## src/rtl/huffman_pkg.sv

```systemverilog
// Shared Huffman definitions: default table geometry, decoder state encoding
// and the packed table payloads exchanged with descendSort and the encoder.
package huffman_pkg;

    localparam int unsigned NSYM_DEF   = 8;
    localparam int unsigned SYMW_DEF   = 8;
    localparam int unsigned MAXLEN_DEF = NSYM_DEF - 1;
    localparam int unsigned CNTW_DEF   = $clog2(NSYM_DEF + 1);

    typedef enum logic [1:0] {
        UNCFG  = 2'd0,
        DECODE = 2'd1,
        EMIT   = 2'd2,
        ERR    = 2'd3
    } state_t;

    // Index 0 is the most probable symbol / the count of length-1 codes.
    typedef logic [NSYM_DEF-1:0][SYMW_DEF-1:0]   sym_tab_t;
    typedef logic [MAXLEN_DEF-1:0][CNTW_DEF-1:0] cnt_tab_t;

endpackage

```

## src/rtl/huffman_canon_step.sv

```systemverilog
// One bit of canonical Huffman decoding: folds bit_in into the running code,
// tests it against the current length's code range and computes the advance.
module huffman_canon_step
    import huffman_pkg::*;
#(
    parameter int unsigned MAXLEN = MAXLEN_DEF,
    parameter int unsigned CNTW   = CNTW_DEF,
    parameter int unsigned IDXW   = $clog2(NSYM_DEF) + 1
) (
    input  logic [MAXLEN:0] code,
    input  logic [MAXLEN:0] first,
    input  logic [IDXW-1:0] index,
    input  logic [CNTW-1:0] cnt,
    input  logic            bit_in,
    output logic            match_c,
    output logic [IDXW-1:0] sym_idx_c,
    output logic [MAXLEN:0] code_next_c,
    output logic [MAXLEN:0] first_next_c,
    output logic [IDXW-1:0] index_next_c
);

    localparam int unsigned CODEW = MAXLEN + 1;

    logic [CODEW-1:0] c;
    logic [CODEW-1:0] diff;
    logic [CODEW-1:0] cnt_ext;

    // A code below first would wrap in the subtraction, so reject it explicitly.
    always_comb begin
        c            = CODEW'({code, bit_in});
        cnt_ext      = CODEW'(cnt);
        diff         = c - first;
        match_c      = (c >= first) && (diff < cnt_ext);
        sym_idx_c    = index + IDXW'(diff);
        code_next_c  = c;
        first_next_c = (first + cnt_ext) << 1;
        index_next_c = index + IDXW'(cnt);
    end

endmodule

```

## src/rtl/huffman_decoder.sv

```systemverilog
// Canonical Huffman decoder: loads a symbol/count table, consumes one code bit
// per handshake and emits one symbol per completed codeword.
module huffman_decoder
    import huffman_pkg::*;
#(
    parameter int unsigned NSYM   = NSYM_DEF,
    parameter int unsigned SYMW   = SYMW_DEF,
    parameter int unsigned MAXLEN = MAXLEN_DEF,
    parameter int unsigned CNTW   = CNTW_DEF
) (
    input  logic                   clock,
    input  logic                   reset,
    input  logic                   cfg_load,
    input  logic [NSYM*SYMW-1:0]   cfg_sym,
    input  logic [MAXLEN*CNTW-1:0] cfg_cnt,
    input  logic                   bit_in,
    input  logic                   bit_valid,
    output logic                   bit_ready,
    output logic [SYMW-1:0]        sym_out,
    output logic                   sym_valid,
    input  logic                   sym_ready,
    output logic                   err
);

    localparam int unsigned CODEW = MAXLEN + 1;
    localparam int unsigned IDXW  = $clog2(NSYM) + 1;
    localparam int unsigned LENW  = $clog2(MAXLEN + 1);

    state_t                 state_q, state_d;
    logic [CODEW-1:0]       code_q, code_d;
    logic [CODEW-1:0]       first_q, first_d;
    logic [IDXW-1:0]        index_q, index_d;
    logic [LENW-1:0]        len_q, len_d;
    logic [NSYM*SYMW-1:0]   sym_tab_q, sym_tab_d;
    logic [MAXLEN*CNTW-1:0] cnt_tab_q, cnt_tab_d;
    logic [SYMW-1:0]        sym_out_d;
    logic                   bit_ready_d;
    logic                   sym_valid_d;
    logic                   err_d;

    logic [CNTW-1:0]        cnt_cur;
    logic [SYMW-1:0]        sym_sel;
    logic                   match_c;
    logic [IDXW-1:0]        sym_idx_c;
    logic [CODEW-1:0]       code_next_c;
    logic [CODEW-1:0]       first_next_c;
    logic [IDXW-1:0]        index_next_c;

    // Code count for the current codeword length.
    always_comb begin
        cnt_cur = '0;
        for (int l = 0; l < int'(MAXLEN); l++) begin
            if (len_q == LENW'(l + 1)) cnt_cur = cnt_tab_q[l*CNTW +: CNTW];
        end
    end

    huffman_canon_step #(
        .MAXLEN (MAXLEN),
        .CNTW   (CNTW),
        .IDXW   (IDXW)
    ) u_step (
        .code         (code_q),
        .first        (first_q),
        .index        (index_q),
        .cnt          (cnt_cur),
        .bit_in       (bit_in),
        .match_c      (match_c),
        .sym_idx_c    (sym_idx_c),
        .code_next_c  (code_next_c),
        .first_next_c (first_next_c),
        .index_next_c (index_next_c)
    );

    // Table lookup; out-of-range indices from an inconsistent table read as zero.
    always_comb begin
        sym_sel = '0;
        for (int i = 0; i < int'(NSYM); i++) begin
            if (sym_idx_c == IDXW'(i)) sym_sel = sym_tab_q[i*SYMW +: SYMW];
        end
    end

    always_comb begin
        state_d   = state_q;
        code_d    = code_q;
        first_d   = first_q;
        index_d   = index_q;
        len_d     = len_q;
        sym_tab_d = sym_tab_q;
        cnt_tab_d = cnt_tab_q;
        sym_out_d = sym_out;
        err_d     = err;

        if (cfg_load) begin
            sym_tab_d = cfg_sym;
            cnt_tab_d = cfg_cnt;
            code_d    = '0;
            first_d   = '0;
            index_d   = '0;
            len_d     = LENW'(1);
            err_d     = 1'b0;
            state_d   = DECODE;
        end else begin
            case (state_q)
                DECODE: begin
                    if (bit_valid && bit_ready) begin
                        if (match_c) begin
                            sym_out_d = sym_sel;
                            state_d   = EMIT;
                        end else if (len_q == LENW'(MAXLEN)) begin
                            err_d   = 1'b1;
                            state_d = ERR;
                        end else begin
                            code_d  = code_next_c;
                            first_d = first_next_c;
                            index_d = index_next_c;
                            len_d   = len_q + LENW'(1);
                        end
                    end
                end
                EMIT: begin
                    if (sym_ready) begin
                        code_d  = '0;
                        first_d = '0;
                        index_d = '0;
                        len_d   = LENW'(1);
                        state_d = DECODE;
                    end
                end
                default: ;
            endcase
        end

        // Handshake flags follow the state being entered so they stay registered.
        bit_ready_d = (state_d == DECODE);
        sym_valid_d = (state_d == EMIT);
    end

    always_ff @(posedge clock) begin
        if (reset) begin
            state_q   <= UNCFG;
            code_q    <= '0;
            first_q   <= '0;
            index_q   <= '0;
            len_q     <= '0;
            sym_tab_q <= '0;
            cnt_tab_q <= '0;
            sym_out   <= '0;
            bit_ready <= 1'b0;
            sym_valid <= 1'b0;
            err       <= 1'b0;
        end else begin
            state_q   <= state_d;
            code_q    <= code_d;
            first_q   <= first_d;
            index_q   <= index_d;
            len_q     <= len_d;
            sym_tab_q <= sym_tab_d;
            cnt_tab_q <= cnt_tab_d;
            sym_out   <= sym_out_d;
            bit_ready <= bit_ready_d;
            sym_valid <= sym_valid_d;
            err       <= err_d;
        end
    end

endmodule

```

## config.mk

```make
export PLATFORM = sky130hd
export DESIGN_NAME = huffman_decoder
export DESIGN_NICKNAME = d
export VERILOG_FILES = /design/src/rtl/huffman_pkg.sv /design/src/rtl/huffman_canon_step.sv /design/src/rtl/huffman_decoder.sv
export SDC_FILE = /design/constraint.sdc
export NUM_CORES = 1
export LEC_CHECK = 0
export ABC_AREA = 1
export CAP_MARGIN = 10
export CELL_PAD_IN_SITES_DETAIL_PLACEMENT = 0
export CELL_PAD_IN_SITES_GLOBAL_PLACEMENT = 2
export CORE_ASPECT_RATIO = 1.2
export CORE_MARGIN = 10
export CORE_UTILIZATION = 33
export CTS_BUF_LIST = sky130_fd_sc_hd__clkbuf_8
export DETAILED_ROUTE_END_ITERATION = 16
export PLACE_DENSITY_LB_ADDON = 0.1
export SLEW_MARGIN = 20
export SYNTH_ARGS = -nofsm -noshare
export SYNTH_HDL_FRONTEND = slang
export SYNTH_HIERARCHICAL = 1
export SYNTH_SLANG_ARGS = --single-unit
```

## constraint.sdc

```tcl
create_clock -name clock -period 8.1 [get_ports clock]
set_input_delay 2.43 -clock clock [delete_from_list [all_inputs] [get_ports clock]]
set_output_delay 2.43 -clock clock [all_outputs]
set_load 0.02 [all_outputs]
```

==> impl_metrics.yaml, run 1 <==
setup_path:
  endpoint: "sym_out[2]"
  slowest_stage: "nor2_2"
  cpPeakStageDelay_ps: 660
  rrSetupSlack_ps: 3850
  cp.arrival_ps: 6380
  reg2regPathDepth: 26
  startpoint: "bit_in"
  worstSetupPathType: "in -> reg"
  startpoint_type: "input port"
  worst_r2r_endpoint: "len_q[0]"
  cp_common_cell: "xnor2_1"
  cp_max_fo: 25
  worstReg2RegStart: "len_q[0]"
  path_cells: "clkdlybuf4s50_1, inv_1, ha_1, fa_1, xnor2_1, ha_1, a21oi_1, nand2_1, xnor2_1, xnor2_1, nor2_2, nand3_1, nor2_1, nor2_1, nand4_1, nand2_1, a21oi_2"
  worstSetupEndpointType: "register"
  required_ps: 8470
route:
  dr.pass1.iters: 4
  ant_nets: 0
  drtIter0Drc: 229
  via_per_inst: 4.601
  drc_errors: 0
  wirelength_um: 18730
  wire_per_inst_um: 14.97
  vias: 5756
final_layout:
  stdcell_area_sq_um: 7964
  drive_gt1_share_pct: 6.533
  fin_nets: 1114
  utilization_pct: 41.93
  n_antenna_cell: 0
  area_growth_pct: 24.29
  fill_cells: 2123
clocking:
  cts_tree: "yes"
  clock_path_buffers: 2
  cts_buffers: 17
  post_cts_buffers: 0
  cts.sinks: 127
  post_cts_resized: 0
  clk_pin_slew_ps: 70
  cts_max_level: 4
  clk_latency_ps: 450
  postCtsHoldBufs: 0
  clock-root-buffer: "clkbuf_8"
sta:
  finalCritPeriodShare_pct: 74.27
  slew_violations: 0
  rsz0062_at_grt: "no"
  setup_slack_ps: 2084
  finalHoldViolations: 0
  tns_ps: 0
  min_period_ps: 6016
  maxSlewHeadroom_pct: 29.20
  finalSetupViolCount: 0
  worstMarginPinSlew_ps: 1062
  fmax_mhz: 166.2
  clock_skew_ps: 12.04
  worst_hold_slack_ps: 490.3
place:
  port_buffers: 108
  dpl_cell_area_sq_um: 7581
  place_hpwl_um: 13590
  place_ws_ps: 1638
  gp_congestion: 0.7884
hold_path:
  worstHoldPathType: "reg -> reg"
synthesis:
  syn_avg_cell_area_sq_um: 7.127
  syn_area_sq_um: 6407
  synthCells: 899
  synth_fp_nets: 1031
  yosys_warnings: 6
floorplanning:
  die_w_um: 147.2
  dieArea_sq_um: 25410
  core-area_sq_um: 18990
  rows: 55
  io_pins: 109
  die_h_um: 172.6
  start_util_pct: 33.74
pwr:
  vdd_drop_max_mv: 0.1006
  powerDensity_nw_per_um2: 172.1
  p_leak_nw: 3.391
run:
  cap_violations: 0
global_routing:
  grt_pass1_vias: 5954
  antenna_found_initial: 0
  grt_max_degree: 94
  overflow: 0
  grt.total_usage_pct: 14.79
  grt_pass1_wl_um: 30930
outcome:
  outcome: "complete, no violations"
## stage by stage
stage	power [mW]	instances
after floorplan	0.7688	899
after global placement	0.8475	1219
after detailed placement	0.8472	1219
after CTS	1.392	1251
after global routing	1.445	1251
final	1.370	1251
## layer usage
metal  global-route usage, %  wire length, um  vias to the layer above
li1                        -                -                     3075
met1                   18.06             8703                     2572
met2                   24.94             9123                       98
met3                   4.283              763                       11
met4                   3.474              139                        0
met5                       0                0                        -
## final cells by class
| cell class | instances | area (sq um) | share of cell area [%] |
|---|---|---|---|
| Multi-Input combinational cell | 649 | 3329 | 41.81 |
| Tap cell | 256 | 320.3 | 4.022 |
| Sequential cell | 127 | 2542 | 31.92 |
| Timing Repair Buffer | 111 | 1099 | 13.79 |
| Inverter | 76 | 290.3 | 3.645 |
| Clock inverter | 15 | 148.9 | 1.870 |
| Clock buffer | 17 | 234.0 | 2.938 |
## report_power, final
group / total [mW] / switching, mW / leakage [nW] / internal (mW)
sequential: 0.676 / 0.0182 / 1.05 / 0.657
clock: 0.540 / 0.269 / 0.194 / 0.271
combinational: 0.155 / 0.0809 / 2.15 / 0.0738
## worst max-delay path: cells and delay by family
family	cells	cell delay, ps
AO/OA/AOI/OAI	2	260
XOR/XNOR	3	580
adder cells (fa/ha/maj)	3	920
buffers and inverters	2	540
AND/OR/NAND/NOR	7	1630
## sequential cells by signal, summed over array words and instances, names as in the netlist
register,count
cnt_tab_q,28
index_q,4
err,1
sym_tab_q,64
code_q,7
state_q,2
sym_out,8
first_q,8
len_q,3
sym_valid,1
bit_ready,1
## cell usage in the layout, fill, tap and decap left out, drive strengths merged
| master | n |
|---|---|
| dfxtp | 127 |
| xnor2 | 9 |
| conb | 1 |
| nand3b | 3 |
| nand3 | 55 |
| nand2 | 101 |
| bufinv | 2 |
| clkdlybuf4s50 | 107 |
| a22oi | 20 |
| xor2 | 4 |
| clkbuf | 17 |
| a21oi | 34 |
| or2 | 2 |
| inv | 78 |
| ha | 30 |
| o21ai | 108 |
| o221ai | 1 |
| o211ai | 2 |
| nor2 | 255 |
| clkinvlp | 3 |
| a31oi | 5 |
| clkinv | 8 |
| fa | 4 |
| nor3 | 5 |
| a21o | 1 |
| nand4 | 9 |
| buf | 4 |
## worst min path at each step
stage	from	endpoint	slack [ps]	depth (start not counted)
floorplan	sym_tab_q[28]	sym_tab_q[28]	430	2
global placement	cnt_tab_q[26]	cnt_tab_q[26]	470	2
detailed placement	cnt_tab_q[3]	cnt_tab_q[3]	470	2
CTS	cnt_tab_q[3]	cnt_tab_q[3]	490	2
global route	sym_out[6]	sym_out[6]	520	2
finish	cnt_tab_q[1]	cnt_tab_q[1]	490	2
Power figures use the tool's default switching activity.
==> inputs of run 2 (changes only) <==
Settings changed: CORE_UTILIZATION 33 to 31.
Clock period 8.1 ns to 5.7 ns, I/O delays scaled along.
==> run 2 against run 1 <==
Compared with the run above: power grew 41%; first-iteration DRC count is 17% higher; worst setup slack lost 1700 ps; worst hold slack better by 1.1 ps; clock skew increased by 4.7 ps; flip-flop and latch count unchanged; highest routed layer unchanged; critical endpoint is now sym_out[7]; critical path depth stayed put; clock power is 39% higher; wire length rose by 2.4%; register-to-register slack lost 2200 ps.
==> impl_metrics.yaml, run 2 (same netlist as run 1, synthesis figures left out) <==
setup_path:
  cp_max_fo: 25
  path_cells: "clkdlybuf4s50_1, inv_1, ha_1, fa_1, xnor2_1, ha_1, a21oi_1, nand2_1, xnor2_1, xnor2_1, nor2_2, nand3_1, nor2_1, nor2_1, nand4_1, nand2_1, a21oi_2"
  worstSetupPathType: "in -> reg"
  worstReg2RegStart: "len_q[0]"
  cp_top_family: "simple AND/OR/NAND/NOR gates"
  required_ps: 6060
  worst-path-buf-inv: 2
  slowest_stage: "nor2_2"
  cpPeakStageDelay_ps: 690
  cp.arrival_ps: 5640
  cp_common_cell: "xnor2_1"
  worstSetupEndpointType: "register"
  reg2regPathDepth: 26
  rrSetupSlack_ps: 1610
  worst_r2r_endpoint: "len_q[0]"
  startpoint_type: "input port"
final_layout:
  area_growth_pct: 24.60
  top_regs: "sym_tab_q (64), cnt_tab_q (28)"
  drive_gt1_share_pct: 6.627
  final_cell_mix: "nor2_1, dfxtp_1, clkdlybuf4s50_1"
  largest_register_ffs: 64
  fin_cells: 1261
  final_common_cell: "nor2_1"
  stdcell_area_sq_um: 7984
  top_register: "sym_tab_q"
  fin_nets: 1115
  n_antenna_cell: 0
  utilization_pct: 39.28
pwr:
  pwr-share-clk_pct: 38.9
  vdd_drop_max_mv: 0.1360
  pwr-share-comb_pct: 11.4
  seqPwrFrac_pct: 49.7
  p_int_mw: 1.389
  powerDensity_nw_per_um2: 242.0
  swShare_pct: 28.11
  p_leak_nw: 3.388
  power.switching_mw: 0.5433
sta:
  clock_skew_ps: 16.76
  finalCritPeriodShare_pct: 92.58
  finalHoldViolations: 0
  min_period_ps: 5277
  worstMarginPinSlew_ps: 1005
  fmax_mhz: 189.5
  rsz0062_at_grt: "no"
  worst_hold_slack_ps: 491.4
  slew_violations: 0
  finalSetupViolCount: 0
  maxSlewHeadroom_pct: 32.91
clocking:
  postCtsHoldBufs: 0
  cts_max_level: 4
  post_cts_resized: 0
  cts_buffers: 17
  cts_tree: "yes"
  post_cts_buffers: 0
  clk_latency_ps: 450
  cts.sinks: 127
  clock-root-buffer: "clkbuf_8"
  clk_pin_slew_ps: 70
  clock_path_buffers: 2
hold_path:
  whs_path_depth: 2
  hp-start: "cnt_tab_q[1]"
  min_to: "cnt_tab_q[1]"
  worstHoldPathType: "reg -> reg"
route:
  wire_per_inst_um: 15.21
  via_per_inst: 4.601
  vias: 5802
  drtIter0Drc: 267
  dr.pass1.iters: 4
  drc_errors: 0
  ant_nets: 0
  wirelength_um: 19180
place:
  place_hpwl_um: 13810
  port_buffers: 108
  dpl_cell_area_sq_um: 7612
  dp_cells: 1229
  gp_congestion: 0.7718
global_routing:
  grt.total_usage_pct: 14.77
  overflow: 0
  grt_pass1_wl_um: 31640
  grt_max_degree: 103
  grt_pass1_vias: 6010
  antenna_found_initial: 0
floorplanning:
  rows: 57
  start_util_pct: 31.52
  die_h_um: 177.5
  core-area_sq_um: 20330
  io_pins: 109
  dieArea_sq_um: 26840
  die_w_um: 151.2
outcome:
  outcome: "complete, no violations"
run:
  cap_violations: 0
run 2: how the worst max path moves through the flow:
stage                       from    endpoint  slack [ps]  cells after the start
after CTS                 bit_in  sym_out[7]         400                     17
after global placement    bit_in  sym_out[6]         -40                     17
after detailed placement  bit_in  sym_out[7]         -60                     17
after floorplan           bit_in  sym_out[5]        1290                     17
after global routing      bit_in  sym_out[4]           1                     17
final                     bit_in  sym_out[7]         420                     17
run 2: power groups by stage:
stage,Combinational (mW),Sequential [mW],Clock (mW)
final,0.221,0.960,0.751
after global routing,0.252,0.966,0.819
after CTS,0.227,0.961,0.782
after detailed placement,0.226,0.981,0
after global placement,0.225,0.982,0
after floorplan,0.121,0.971,0
run 2: layout make-up:
type | instances | area [sq um]
Sequential cell | 127 | 2542
Clock buffer | 17 | 234.0
Multi-Input combinational cell | 649 | 3329
Timing Repair Buffer | 112 | 1119
Clock inverter | 15 | 137.6
Tap cell | 265 | 331.6
Fill cell | 2270 | 12340
Inverter | 76 | 290.3
run 2: metrics by stage:
stage | setup WS (ps) | TNS [ps] | total power, mW
6_report | 422.7 | 0 | 1.932
5_1_grt | 1.056 | 0 | 2.037
4_1_cts | 404.2 | 0 | 1.970
3_5_place_dp | -55.27 | -326.9 | 1.207
3_3_place_gp | -38.33 | -213.5 | 1.207
2_1_floorplan | 1295 | 0 | 1.093
run 2: worst register-to-register path, cell delays in order (launching register included):
cell,delay [ps]
dfxtp_1,350
ha_1,230
ha_1,190
inv_1,180
nor2_1,70
nor2_1,100
nand2_1,60
nand3_1,70
nand2_1,70
a31oi_1,330
inv_1,200
ha_1,320
nand2_1,50
nand2_1,50
nand2_1,40
nand2_1,50
nand2_1,40
nand2_1,70
nor2_2,40
nand2_1,50
nor2_1,60
nor2_1,130
nand2_1,100
nor2_2,760
o21ai_0,160
o21ai_1,170
inv_1,50
run 2: per-layer routing:
layer	vias up	GRT usage (%)	wire, um
met2	94	25.40	9450
met4	0	4.096	180
met5	-	0	0
met3	12	3.873	862
li1	3090	-	-
met1	2606	17.64	8690
